## src/rtl/spi_txn_arbiter.sv

```systemverilog
// rtl/spi_txn_arbiter.sv - two-requester round-robin arbiter framing byte transfers onto one SPI master
module spi_txn_arbiter #(
    parameter int GAP_CYCLES = 2
) (
    input  logic       clk,
    input  logic       reset,
    input  logic [1:0] req,
    input  logic [1:0] len0,
    input  logic [1:0] len1,
    input  logic [7:0] wdata0,
    input  logic [7:0] wdata1,
    output logic [1:0] grant,
    output logic [1:0] data_ack,
    output logic [1:0] xfer_done,
    input  logic       spi_tx_ready,
    input  logic       spi_done,
    output logic       spi_start,
    output logic [7:0] spi_tx_data,
    output logic       spi_ss_n
);

    localparam int GW = (GAP_CYCLES > 1) ? $clog2(GAP_CYCLES) : 1;
    localparam logic [GW-1:0] GAP_LAST = (GAP_CYCLES > 0) ? GW'(GAP_CYCLES - 1) : '0;

    typedef enum logic [2:0] {
        ST_IDLE,
        ST_LOAD,
        ST_WAIT_RDY,
        ST_WAIT_DONE,
        ST_GAP
    } state_t;

    state_t          r_state;
    logic [1:0]      r_remaining;
    logic [GW-1:0]   r_gap_cnt;
    // Index of the last granted requester; during a frame it is also the owner.
    logic            r_last;

    logic            w_winner;
    logic [1:0]      w_len;
    logic [7:0]      w_wdata;

    // Round-robin pick: a lone request wins, a tie goes to the requester not granted last.
    always_comb begin
        w_winner = ~r_last;
        if (req == 2'b01) begin
            w_winner = 1'b0;
        end else if (req == 2'b10) begin
            w_winner = 1'b1;
        end
        w_len   = w_winner ? len1 : len0;
        w_wdata = r_last ? wdata1 : wdata0;
    end

    // Frame sequencer: grant, per-byte load/start/done handshake, inter-frame gap.
    always_ff @(posedge clk or posedge reset) begin
        if (reset) begin
            r_state     <= ST_IDLE;
            r_remaining <= 2'd0;
            r_gap_cnt   <= '0;
            r_last      <= 1'b1;
            grant       <= 2'b00;
            data_ack    <= 2'b00;
            xfer_done   <= 2'b00;
            spi_start   <= 1'b0;
            spi_tx_data <= 8'h00;
            spi_ss_n    <= 1'b1;
        end else begin
            data_ack  <= 2'b00;
            xfer_done <= 2'b00;
            spi_start <= 1'b0;
            case (r_state)
                ST_IDLE: begin
                    if (req != 2'b00) begin
                        grant       <= w_winner ? 2'b10 : 2'b01;
                        r_last      <= w_winner;
                        r_remaining <= w_len;
                        spi_ss_n    <= 1'b0;
                        r_state     <= ST_LOAD;
                    end
                end
                ST_LOAD: begin
                    spi_tx_data <= w_wdata;
                    data_ack    <= r_last ? 2'b10 : 2'b01;
                    r_state     <= ST_WAIT_RDY;
                end
                ST_WAIT_RDY: begin
                    if (spi_tx_ready) begin
                        spi_start <= 1'b1;
                        r_state   <= ST_WAIT_DONE;
                    end
                end
                ST_WAIT_DONE: begin
                    if (spi_done) begin
                        if (r_remaining != 2'd0) begin
                            r_remaining <= r_remaining - 2'd1;
                            r_state     <= ST_LOAD;
                        end else begin
                            spi_ss_n  <= 1'b1;
                            grant     <= 2'b00;
                            xfer_done <= r_last ? 2'b10 : 2'b01;
                            r_gap_cnt <= '0;
                            r_state   <= (GAP_CYCLES == 0) ? ST_IDLE : ST_GAP;
                        end
                    end
                end
                ST_GAP: begin
                    // Requests arriving here stay pending on req and are served from IDLE.
                    if (r_gap_cnt == GAP_LAST) begin
                        r_state <= ST_IDLE;
                    end else begin
                        r_gap_cnt <= r_gap_cnt + 1'b1;
                    end
                end
                default: begin
                    r_state <= ST_IDLE;
                end
            endcase
        end
    end

endmodule
```

## config.mk

```make
export PLATFORM = sky130hd
export DESIGN_NAME = spi_txn_arbiter
export DESIGN_NICKNAME = d
export VERILOG_FILES = /design/src/rtl/spi_txn_arbiter.sv
export SDC_FILE = /design/constraint.sdc
export NUM_CORES = 1
export LEC_CHECK = 0
export BUFFER_PORTS_ARGS = -buffer_cell sky130_fd_sc_hd__buf_2
export CAP_MARGIN = 20
export CORE_ASPECT_RATIO = 0.75
export CORE_MARGIN = 3
export CORE_UTILIZATION = 45
export DETAILED_ROUTE_END_ITERATION = 8
export HOLD_SLACK_MARGIN = 0.12
export MAX_ROUTING_LAYER = met4
export PLACE_DENSITY_LB_ADDON = 0.15
export SLEW_MARGIN = 20
export SYNTH_ARGS = -nofsm -noshare
export SYNTH_HDL_FRONTEND = slang
export SYNTH_SLANG_ARGS = --single-unit
```

## constraint.sdc

```tcl
create_clock -name clk -period 3 [get_ports clk]
set_clock_uncertainty 0.1 [all_clocks]
set_input_delay 0.6 -clock clk [delete_from_list [all_inputs] [get_ports clk]]
set_output_delay 0.6 -clock clk [all_outputs]
set_load 0.05 [all_outputs]
```

# == Yosys cells after proc, flatten, opt, wreduce, memory -nomap -nowiden ==
# Index checks and enable logic that the tools add are counted.
# word_totals
reg_bits,23
# op_classes
add_sub_neg,2
eq_ne,12
bitwise_logic,1
mux,34
n_reduce_logical,10
# ops
cell,n
$mux W2,13
$mux W3,5
$pmux W3 S5,1
$ne A2 B2 Y1 const B,6
$reduce_and A4 Y1,3
$mux W1,10
$mux W8,1
$pmux W2 S2,2
$reduce_bool A2 Y1,4
$eq A3 B2 Y1 const B,2
$pmux W1 S2,2
$eq A3 B1 Y1 const B,1
$eq A3 B3 Y1 const B,1
$logic_not A3 Y1,1
$reduce_and A3 Y1,1
$eq A2 B1 Y1 const B,1
$eq A2 B2 Y1 const B,1
$reduce_and A2 Y1,1
$sub A2 B1 Y2 const B,1
$add A1 B1 Y1 const B,1
$not A1 Y1,1

# == Longest topological paths before layout ==
# Gate-level depths: netlist of the first run.
# logic_depth
word_depth,6
mapped_depth,6

# == Least setup slack after synthesis of the first run ==
# Ideal clock, no wire load.
# synth_path
kind,input -> register
start,input req[1]
end,register grant[0]
required_time_ps,2772
arrival_ps,1423
path_stages,4
slack_ps,1349
setup_time_ps,128
n_path_buf,0
path_cell_list,or2_2 > nand2_2 > a21o_1 > mux2_1
# synth_between
elab_chain_cells,6
# synth_lines
item,line_no,source
from (decl),7,"input logic [1:0] req,"
$eq A2 B2 Y1,48,end else if (req == 2'b10) begin
$mux W1,48,
$mux W1,46,if (req == 2'b01) begin
$mux W2,75,grant <= w_winner ? 2'b10 : 2'b01;
$mux W2,74,if (req != 2'b00) begin
$pmux W2 S2,72,case (r_state)
to (signal assigned),75,
to (decl),12,"output logic [1:0] grant,"
# Parallel ways exist; a longest one is shown, timed or not. The select of a mux whose other input is x is not followed.
# A chain may end at the register's enable or synchronous reset.

# == Worst setup path after layout of the first run ==
# layout_path
start,register spi_ss_n
end,output spi_ss_n
# layout_rtl
item,line_no,source
from (decl),19,output logic spi_ss_n
from (signal assigned),67,spi_ss_n <= 1'b1;
from (signal assigned),78,spi_ss_n <= 1'b0;
from (signal assigned),99,spi_ss_n <= 1'b1;
# No word-level cell between the ends.

==> results of run 1 <==
==> logic make-up after synthesis <==
family	after synthesis
simple gates	38
compound gates	25
flops	23
buf+inv	10
mux	10
fa+ha+maj	1
==> metal layers <==
layer / global-route usage (%) / routed length [µm] / vias up
li1: - / - / 455
met1: 21.5 / 1020 / 406
met2: 25.3 / 1060 / 24
met3: 5.01 / 135 / 4
met4: 6.32 / 29 / 0
met5: - / 0 / -
==> Yosys cell counts (2+ instances only) <==
library cell  instances
dfrtp_1              21
buf_6                 4
dfstp_2               2
and2_1                2
mux2i_1               9
a21oi_1              10
nor2b_1               3
nor2_1               13
a211oi_1              2
o21ai_0               2
a21o_1                4
nor3_1                3
inv_1                 4
nand2_1               4
==> worst paths after layout <==
check                                             end  slack (ns)  cells after the start
hold / removal                  data_ack[0]$_DFF_PP0_        0.34                      2
hold reg to reg                  grant[1]$_DFFE_PP0P_        0.41                      1
min in group clk                 grant[1]$_DFFE_PP0P_        0.41                      1
max in group asynchronous      xfer_done[1]$_DFF_PP0_        1.94                      2
setup / recovery                             spi_ss_n        1.20                      1
setup reg to reg           r_remaining[0]$_DFFE_PP0P_        1.33                      6
==> sequential cells by signal, indices dropped and copies added (netlist names) <==
signal and cells:
grant 2, spi_start 1, data_ack 2, r_state 3, r_gap_cnt 1, r_remaining 2
xfer_done 2, spi_tx_data 8, r_last 1, spi_ss_n 1
==> worst register-to-register path, cell delays in order, from the launching register on <==
cell,delay (ns)
dfrtp_1,0.38
inv_1,0.05
ha_1,0.22
and4b_1,0.27
a21oi_2,0.06
or4_1,0.43
o211ai_2,0.09
==> through the flow <==
stage,total power [W],setup WS (ns),instance area (µm²),cells,utilization (%)
4_1_cts,0.00153,1.18,1370,180,58.1
2_1_floorplan,0.00126,1.35,1160,107,-
3_3_place_gp,0.00137,1.19,1350,176,57.0
6_report,0.00151,1.20,1370,180,58.1
3_5_place_dp,0.00139,1.16,1350,176,57.0
5_1_grt,0.00164,1.13,1370,180,58.1
==> final cells by class <==
class	instances	area, µm²
Fill cell	246	991
Multi-Input combinational cell	74	507
Clock buffer	4	26.3
Timing Repair Buffer	41	205
Tap cell	34	42.5
Sequential cell	23	578
Inverter	4	15.0
==> power groups by stage <==
stage	Sequential (W)	Combinational (W)	Clock (W)
CTS	0.000579	0.000805	0.000143
finish	0.000576	0.000797	0.000136
detailed placement	0.000584	0.000802	0
global placement	0.000578	0.000792	0
global route	0.000604	0.000870	0.000161
floorplan	0.000793	0.000462	0
==> placed cells by master, fill, tap and decap left out, types with 2 or more instances in the layout <==
master	netlist	routed
and2_1	2	2
clkbuf_4	0	3
nor3_1	3	3
buf_2	1	41
a21o_1	4	4
nand2_1	4	4
nor2b_1	3	3
nor2_1	13	13
inv_1	4	4
dfstp_2	2	2
o21ai_0	2	2
a21oi_1	10	10
dfrtp_1	21	21
a211oi_1	2	2
mux2i_1	9	9
==> summary.txt, run 1 <==
Compound-Gate Fraction of Synth Area = 14.2%
Status = complete, no violations
Clk network pwr share = 9.0%
Initial core utilization = 48.9%
Share of cells above drive strength 1 = 39.0%
Comb pwr share = 52.8%
Crit path launch = spi_ss_n$_DFFE_PP1P_
Buf/Inv on CP = 1
HPWL after detailed placement = 1740 µm
EDFF count, synth = 0
Cell Rows = 15
Chip Height = 49.9 µm
Async set-or-reset flop fraction in the synthesized netlist = 100%
Switching pwr = 0.000749 W
Share of the synthesized area in the top cell type = 45.4%
WP data required = 2.30 ns
Clock Path Buffers = 2
Mapped cell area = 1160 µm²
Synth Area in Simple Gates = 19.8%
Pre-antenna DRT Iters = 4
Post-synthesis adder-cell area fraction = 1.08%
# IOs = 42
Total grt overflow = 0
Num Clock Sinks = 23
Relative slew slack = 44.0%
Gr usage total = 16.8%
Startpoint Class = register
Worst-margin pin slew = 0.839 ns
CP max-delay cell = dfstp_2
DRC viols = 0
Gate Count Post-Synth = 107
WHS = 0.344 ns
Clock Latency Late Sink = 0.30 ns
Post-CTS Resized = 0
FF-to-FF Start = r_remaining[0]$_DFFE_PP0P_
Largest net degree at the start of global routing = 24
DR WL/cell = 12.5 µm
Tightest Hold Check Type = in2async
Distinct cells, synth = 38
Post-synthesis mux area share = 8.76%
Ant diodes = 0
CP Class = reg2out
Via Count = 889
Xor and xnor area share after synthesis = 0%
CTS buffer count = 3
Synth area leader = dfrtp_1
Tmin final = 1.80 ns
Iteration-0 DRC Markers = 30
Worst path cell trace = buf_2
Synth area leaders = dfrtp_1 45%, mux2i_1 7.8%, dfstp_2 4.5%
H-Tree Depth = 1
Final nets = 174
Setup-failing EPs final = 0
Vias in the first global route = 858
Sequential share of the synthesized area = 49.9%
DIE AREA = 3220 µm²
Max incr delay on CP = 0.54 ns
Setup crit end kind = output port
Sw Ratio = 49.7%
Syn nets = 134
Crit-path max FO = 2
Leak = 0.691 nW
Max Cap Viol = 0
Root Driver = clkbuf_4
Yosys warns = 0
Sequential share of power = 38.2%
TritonCTS clock tree = yes
Routability cong. = 0.773
Pwr Density = 1100 nW/µm²
Pint = 0.000759 W
Worst VDD drop = 0.534 mV
F_max = 556 MHz
Area Overhead vs Synth = 18.7%
Final wirelength = 2250 µm
Fin. Hold Viols = 0
Antenna Nets Post-Route = 0
Via density = 4.94
Period utilisation layout = 60.0%
Setup TNS Final = 0 ns
Setup repair after global routing missed its margin = false
Port bufs = 41
# hold bufs at CTS = 0
Post-CTS Setup Bufs = 0
Syn Area/Cell = 10.8 µm²
First-pass GRT wire length = 4010 µm
Die width = 64.6 µm
Antenna violations before repair = 0
Crit path arrival time = 1.10 ns
Synth Flop Type = dfrtp_1
Clk slew on worst S/H paths = 0.11 ns
Flop and latch count out of synthesis = 23
Largest delay share family, worst path = flip-flops
Largest family of logic cells by synthesized area = simple AND/OR/NAND/NOR gates
CORE AREA = 2360 µm²
Max-slew violations = 0
(Power assumes the default switching activity.)
==> run 2, diff against run 1 <==
- ABC_AREA: unset -> 1
- clock period: 3 -> 1.74 ns (I/O delays scaled with it)
==> summary.txt, run 2 <==
Status = complete, no violations
Clk slew on worst S/H paths = 0.12 ns (about the same)
Die width = 64.8 µm (+0.39%)
Regs by FF count = spi_tx_data x8, r_state x3
Share of the synthesized area in the top cell type = 45.0% (-0.39 points)
Layout Utilization = 62.1% (+4.0 points)
Setup crit end kind = output port
Pint = 0.00135 W (+77%)
# IOs = 42 (unchanged)
DRC viols = 0 (unchanged)
Total grt overflow = 0 (unchanged)
Tightest Hold Check Type = in2reg
Startpoint Class = register
Clock Path Buffers = 2 (unchanged)
Leak = 0.836 nW (+21%)
Root Driver = clkbuf_4
Clk network pwr share = 8.0% (-1.0 points)
Final wirelength = 2680 µm (+19%)
WP data required = 1.29 ns (-1.01 ns)
Period utilisation layout = 89.9%
Setup TNS Final = 0 ns (unchanged)
Biggest register = spi_tx_data
Port bufs = 41 (unchanged)
Synth top cells by count = 53 x nand2_1, 21 x dfrtp_1, 17 x nand3_1
Post-CTS Setup Bufs = 0 (unchanged)
Via density = 4.92 (-0.48%)
Crit path arrival time = 1.12 ns (+0.02 ns)
Tmin final = 1.56 ns
Cell Rows = 15 (unchanged)
Number of flip-flops in the largest register = 8 (unchanged)
Initial core utilization = 49.0% (about the same)
Sequential share of the synthesized area = 49.5% (-0.43 points)
Mapped cell area = 1170 µm² (+0.86%)
Gr usage total = 18.6% (+1.7 points)
Flop and latch count out of synthesis = 23 (unchanged)
Routability cong. = 0.823 (+6.4%)
Synth Flop Type = dfrtp_1
H-Tree Depth = 1 (unchanged)
Via Count = 1101 (+24%)
Largest net degree at the start of global routing = 24 (unchanged)
First-pass GRT wire length = 4590 µm (+14%)
Relative slew slack = 75.7% (+32 points)
Pwr Density = 1980 nW/µm² (+80%)
Total power = 0.00293 W (+94%)
Most frequent cells in the layout = 53 x nand2_1, 41 x buf_2, 21 x dfrtp_1, 17 x nand3_1, 12 x inv_1
Syn nets = 168 (+25%)
Final nets = 218 (+25%)
Clock Latency Late Sink = 0.31 ns (about the same)
Gate Count Post-Synth = 141 (+32%)
WHS = 0.139 ns (-0.205 ns)
F_max = 639 MHz
Distinct cells, synth = 21 (-45%)
CTS buffer count = 3 (unchanged)
HPWL after detailed placement = 2110 µm (+21%)
Worst-margin pin slew = 0.365 ns (-0.474 ns)
Max incr delay on CP = 0.55 ns (about the same)
Share of cells above drive strength 1 = 35.8% (-3.3 points)
Switching pwr = 0.00158 W (+110%)
Most frequent cell after synthesis = nand2_1
Comb pwr share = 59.2% (+6.4 points)
CP max-delay cell = dfstp_2
Worst path cell trace = buf_2
Antenna violations before repair = 0 (unchanged)
DR WL/cell = 12.0 µm (-4.3%)
Commonest non-fill, non-tap cell in the layout = nand2_1
Buf/Inv on CP = 1 (unchanged)
CP Class = reg2out
Fin. Hold Viols = 0 (unchanged)
Worst VDD drop = 0.930 mV (+74%)
Vias in the first global route = 1058 (+23%)
TritonCTS clock tree = yes
Synth area leaders = dfrtp_1 45%, nand2_1 17%, nand3_1 7.3%
Sequential share of power = 32.8% (-5.4 points)
EDFF count, synth = 0 (unchanged)
Largest delay share family, worst path = flip-flops
Setup-failing EPs final = 0 (unchanged)
Max-slew violations = 0 (unchanged)
Sw Ratio = 54.0% (+4.4 points)
Crit-path max FO = 2 (unchanged)
Pre-antenna DRT Iters = 4 (unchanged)
Area Overhead vs Synth = 26.8%
Syn Area/Cell = 8.28 µm² (-23%)
Iteration-0 DRC Markers = 54 (+80%)
Async set-or-reset flop fraction in the synthesized netlist = 100% (unchanged)
Setup repair after global routing missed its margin = false
Max Cap Viol = 0 (unchanged)
DIE AREA = 3250 µm² (+0.77%)
Synth area leader = dfrtp_1
CORE AREA = 2380 µm² (+0.79%)
Antenna Nets Post-Route = 0 (unchanged)
Yosys warns = 0 (unchanged)
Chip Height = 50.1 µm (+0.38%)
Num Clock Sinks = 23 (unchanged)
Ant diodes = 0 (unchanged)
## run 2: cell families (layout without fill, tap and decap cells)
group,count (synthesis),count (layout),synth area share [%]
buffers and inverters,18,67,5.79
adders and majority gates,1,1,1.07
AOI/OAI and AO/OA,5,5,2.79
and+or+nand+nor,94,94,40.8
DFF,23,23,49.5
## run 2: power by group through the flow
| stage | logic [W] | registers [W] | clock network [W] |
|---|---|---|---|
| after detailed placement | 0.00173 | 0.000966 | 0 |
| after floorplan | 0.000819 | 0.00148 | 0 |
| after global placement | 0.00170 | 0.000954 | 0 |
| after CTS | 0.00174 | 0.000956 | 0.000253 |
| final | 0.00173 | 0.000960 | 0.000235 |
| after global routing | 0.00190 | 0.000991 | 0.000276 |
## run 2: cell type report
cell class / instances / area, µm²
well taps: 34 / 42.5
multi-input cells: 100 / 522
inverters: 18 / 67.6
flip-flops and latches: 23 / 578
fillers: 224 / 903
repair buffers: 45 / 243
clock inverters: 1 / 5.00
clock buffers: 3 / 22.5
## run 2: metrics by stage
| step | setup slack (ns) | instance area [µm²] | std cells |
|---|---|---|---|
| 2_1_floorplan | 0.437 | 1170 | 141 |
| 3_3_place_gp | 0.320 | 1420 | 217 |
| 3_5_place_dp | 0.302 | 1420 | 217 |
| 4_1_cts | 0.148 | 1470 | 223 |
| 5_1_grt | 0.120 | 1480 | 224 |
| 6_report | 0.175 | 1480 | 224 |
## run 2: layer usage
metal / up-vias / track usage, % / share of wire, %
met5: - / - / 0
li1: 548 / - / -
met2: 32 / 30.7 / 49
met3: 2 / 5.01 / 6.0
met1: 519 / 23.1 / 44
met4: 0 / 3.16 / 0.67
## run 2: path summary, 6_finish.rpt
path / from / slack, ns / endpoint / depth (start not counted)
setup / recovery: spi_ss_n$_DFFE_PP1P_ / 0.18 / spi_ss_n / 1
hold / removal: wdata1[1] / 0.14 / spi_tx_data[1]$_DFFE_PP0N_ / 3
setup reg to reg: r_state[1]$_DFFE_PP0P_ / 0.28 / r_state[0]$_DFFE_PP0P_ / 6
hold reg to reg: spi_ss_n$_DFFE_PP1P_ / 0.38 / spi_ss_n$_DFFE_PP1P_ / 2
max in group asynchronous: reset / 0.77 / r_last$_DFFE_PP1P_ / 4
min in group asynchronous: reset / 0.50 / grant[1]$_DFFE_PP0P_ / 4
## run 2: repair_timing
action / CTS / global route
gates resized for setup: 0 / 0
endpoints found under the hold margin: 22 / 1
hold buffers: 2 / 1
==> run 3, diff against run 2 <==
- CELL_PAD_IN_SITES_DETAIL_PLACEMENT: unset -> 0
- CELL_PAD_IN_SITES_GLOBAL_PLACEMENT: unset -> 1
- CORE_UTILIZATION: 45 -> 34
- PLACE_DENSITY: unset -> 0.76
- PLACE_DENSITY_LB_ADDON: 0.15 -> unset
==> summary.txt, run 3 (synthesized netlist as in run 2, its figures left out) <==
Fill cell count = 311 (+39%)
Pwr Density = 2030 nW/µm² (+2.4%)
Ant diodes = 0 (unchanged)
Antenna violations before repair = 0 (unchanged)
Tightest Hold Check Type = in2reg
WHS = 0.193 ns (+0.0537 ns)
Total grt overflow = 0 (unchanged)
Vias in the first global route = 976 (-7.8%)
Pre-CTS WS = 0.317 ns (+0.0151 ns)
Gr usage total = 14.2% (-4.4 points)
Crit path arrival time = 1.04 ns (-0.08 ns)
Chip Height = 56.7 µm (+13%)
Tmin final = 1.49 ns (-0.0741 ns)
Antenna Nets Post-Route = 0 (unchanged)
Via Count = 1053 (-4.4%)
Pre-antenna DRT Iters = 4 (unchanged)
CP Depth = 1 (unchanged)
F_max = 671 MHz (+5.0%)
Final nets = 216 (-0.92%)
Fin. Hold Viols = 0 (unchanged)
Setup-failing EPs final = 0 (unchanged)
Cell Rows = 17 (+2)
Period utilisation layout = 85.7% (-4.3 points)
HPWL after detailed placement = 2220 µm (+5.2%)
Clk network pwr share = 10.5% (+2.5 points)
# hold bufs at CTS = 1 (-1)
Clock Path Buffers = 2 (unchanged)
Max incr delay on CP = 0.53 ns (-0.02 ns)
Post-route cell area = 1480 µm² (+0.17%)
Placed cell areas = 1430 µm² (+0.35%)
TritonCTS clock tree = yes
Startpoint Class = register
CP max-delay cell = dfstp_2
Setup crit end kind = output port
Pint = 0.00142 W (+5.6%)
Total power = 0.00300 W (+2.6%)
Worst-margin pin slew = 0.330 ns (-0.0350 ns)
Largest delay share family, worst path = flip-flops
Setup TNS Final = 0 ns (unchanged)
Root Driver = clkbuf_8
Area occupied by registers = 578 µm² (unchanged)
Leak = 0.833 nW (-0.40%)
DIE AREA = 4180 µm² (+29%)
Most frequent cells in the layout = 53 x nand2_1, 41 x buf_2, 21 x dfrtp_1, 17 x nand3_1, 12 x inv_1
Regs by FF count = spi_tx_data x8, r_state x3
Clock Latency Late Sink = 0.26 ns (-0.05 ns)
Comb pwr share = 57.7% (-1.5 points)
WP data required = 1.29 ns (about the same)
Max-slew violations = 0 (unchanged)
DRC viols = 0 (unchanged)
Biggest register = spi_tx_data
Num Clock Sinks = 23 (unchanged)
Area Overhead vs Synth = 27.0%
Switching pwr = 0.00158 W (about the same)
Status = complete, no violations
Max Cap Viol = 0 (unchanged)
Largest net degree at the start of global routing = 24 (unchanged)
Crit-path max FO = 2 (unchanged)
Final worst slack = 0.250 ns (+0.0741 ns)
Share of cells above drive strength 1 = 35.6% (-0.15 points)
Post-CTS Resized = 0 (unchanged)
Worst VDD drop = 0.959 mV (+3.1%)
DR WL/cell = 12.2 µm (+2.2%)
Via density = 4.66 (-5.2%)
Commonest non-fill, non-tap cell in the layout = nand2_1
CP Class = reg2out
Initial core utilization = 37.6% (-11 points)
Post-CTS Setup Bufs = 0 (unchanged)
Iteration-0 DRC Markers = 66 (+22%)
Clk slew on worst S/H paths = 0.07 ns (-0.05 ns)
Setup repair after global routing missed its margin = false
Routability cong. = 0.811 (-1.5%)
Number of flip-flops in the largest register = 8 (unchanged)
R2R cell count = 7 (+1)
Worst path cell trace = buf_2
Final wirelength = 2760 µm (+3.1%)
Multi-input gate area = 522 µm² (unchanged)
Relative slew slack = 78.0% (+2.3 points)
Sw Ratio = 52.7% (-1.4 points)
Port bufs = 41 (unchanged)
# IOs = 42 (unchanged)
Hold Path Depth = 3 (unchanged)
CTS buffer count = 3 (unchanged)
Die width = 73.7 µm (+14%)
First-pass GRT wire length = 4460 µm (-2.9%)
H-Tree Depth = 1 (unchanged)
Buf/Inv on CP = 1 (unchanged)
CORE AREA = 3110 µm² (+30%)
Sequential share of power = 31.8% (-1.0 points)
-- run 3: cell type report --
class                           count  share of cell area (%)
Clock buffer                        4                    3.04
Inverter                           18                    4.56
Multi-Input combinational cell    100                    35.2
Sequential cell                    23                    39.0
Tap cell                           38                    3.21
Timing Repair Buffer               43                    15.0
-- run 3: per-layer routing --
layer	track usage (%)	vias to the layer above	wire length (µm)
met2	21.8	28	1300
met4	3.10	0	22
li1	-	539	-
met3	4.47	2	146
met1	18.2	484	1290
met5	-	-	0
-- run 3: final timing paths --
| check | end | slack [ns] | from |
|---|---|---|---|
| max reg2reg | r_remaining[1]$_DFFE_PP0P_ | 0.29 | r_state[1]$_DFFE_PP0P_ |
| min | spi_tx_data[1]$_DFFE_PP0N_ | 0.19 | wdata1[1] |
| max | spi_ss_n | 0.25 | spi_ss_n$_DFFE_PP1P_ |
| max in group asynchronous | spi_ss_n$_DFFE_PP1P_ | 0.69 | reset |
| min reg2reg | spi_ss_n$_DFFE_PP1P_ | 0.36 | spi_ss_n$_DFFE_PP1P_ |
| min in group asynchronous | spi_tx_data[2]$_DFFE_PP0N_ | 0.57 | reset |
-- run 3: power groups by stage --
stage | clock network (W) | logic, W | registers [W]
2_1_floorplan | 0 | 0.000819 | 0.00148
3_3_place_gp | 0 | 0.00173 | 0.000959
3_5_place_dp | 0 | 0.00174 | 0.000962
4_1_cts | 0.000337 | 0.00175 | 0.000954
5_1_grt | 0.000364 | 0.00188 | 0.000989
6_report | 0.000316 | 0.00173 | 0.000955
-- run 3: metrics by stage --
step,instances,utilization (%)
after CTS,226,47.7
after detailed placement,221,46.0
final,226,47.7
after global routing,226,47.7
after floorplan,141,-
after global placement,221,46.0
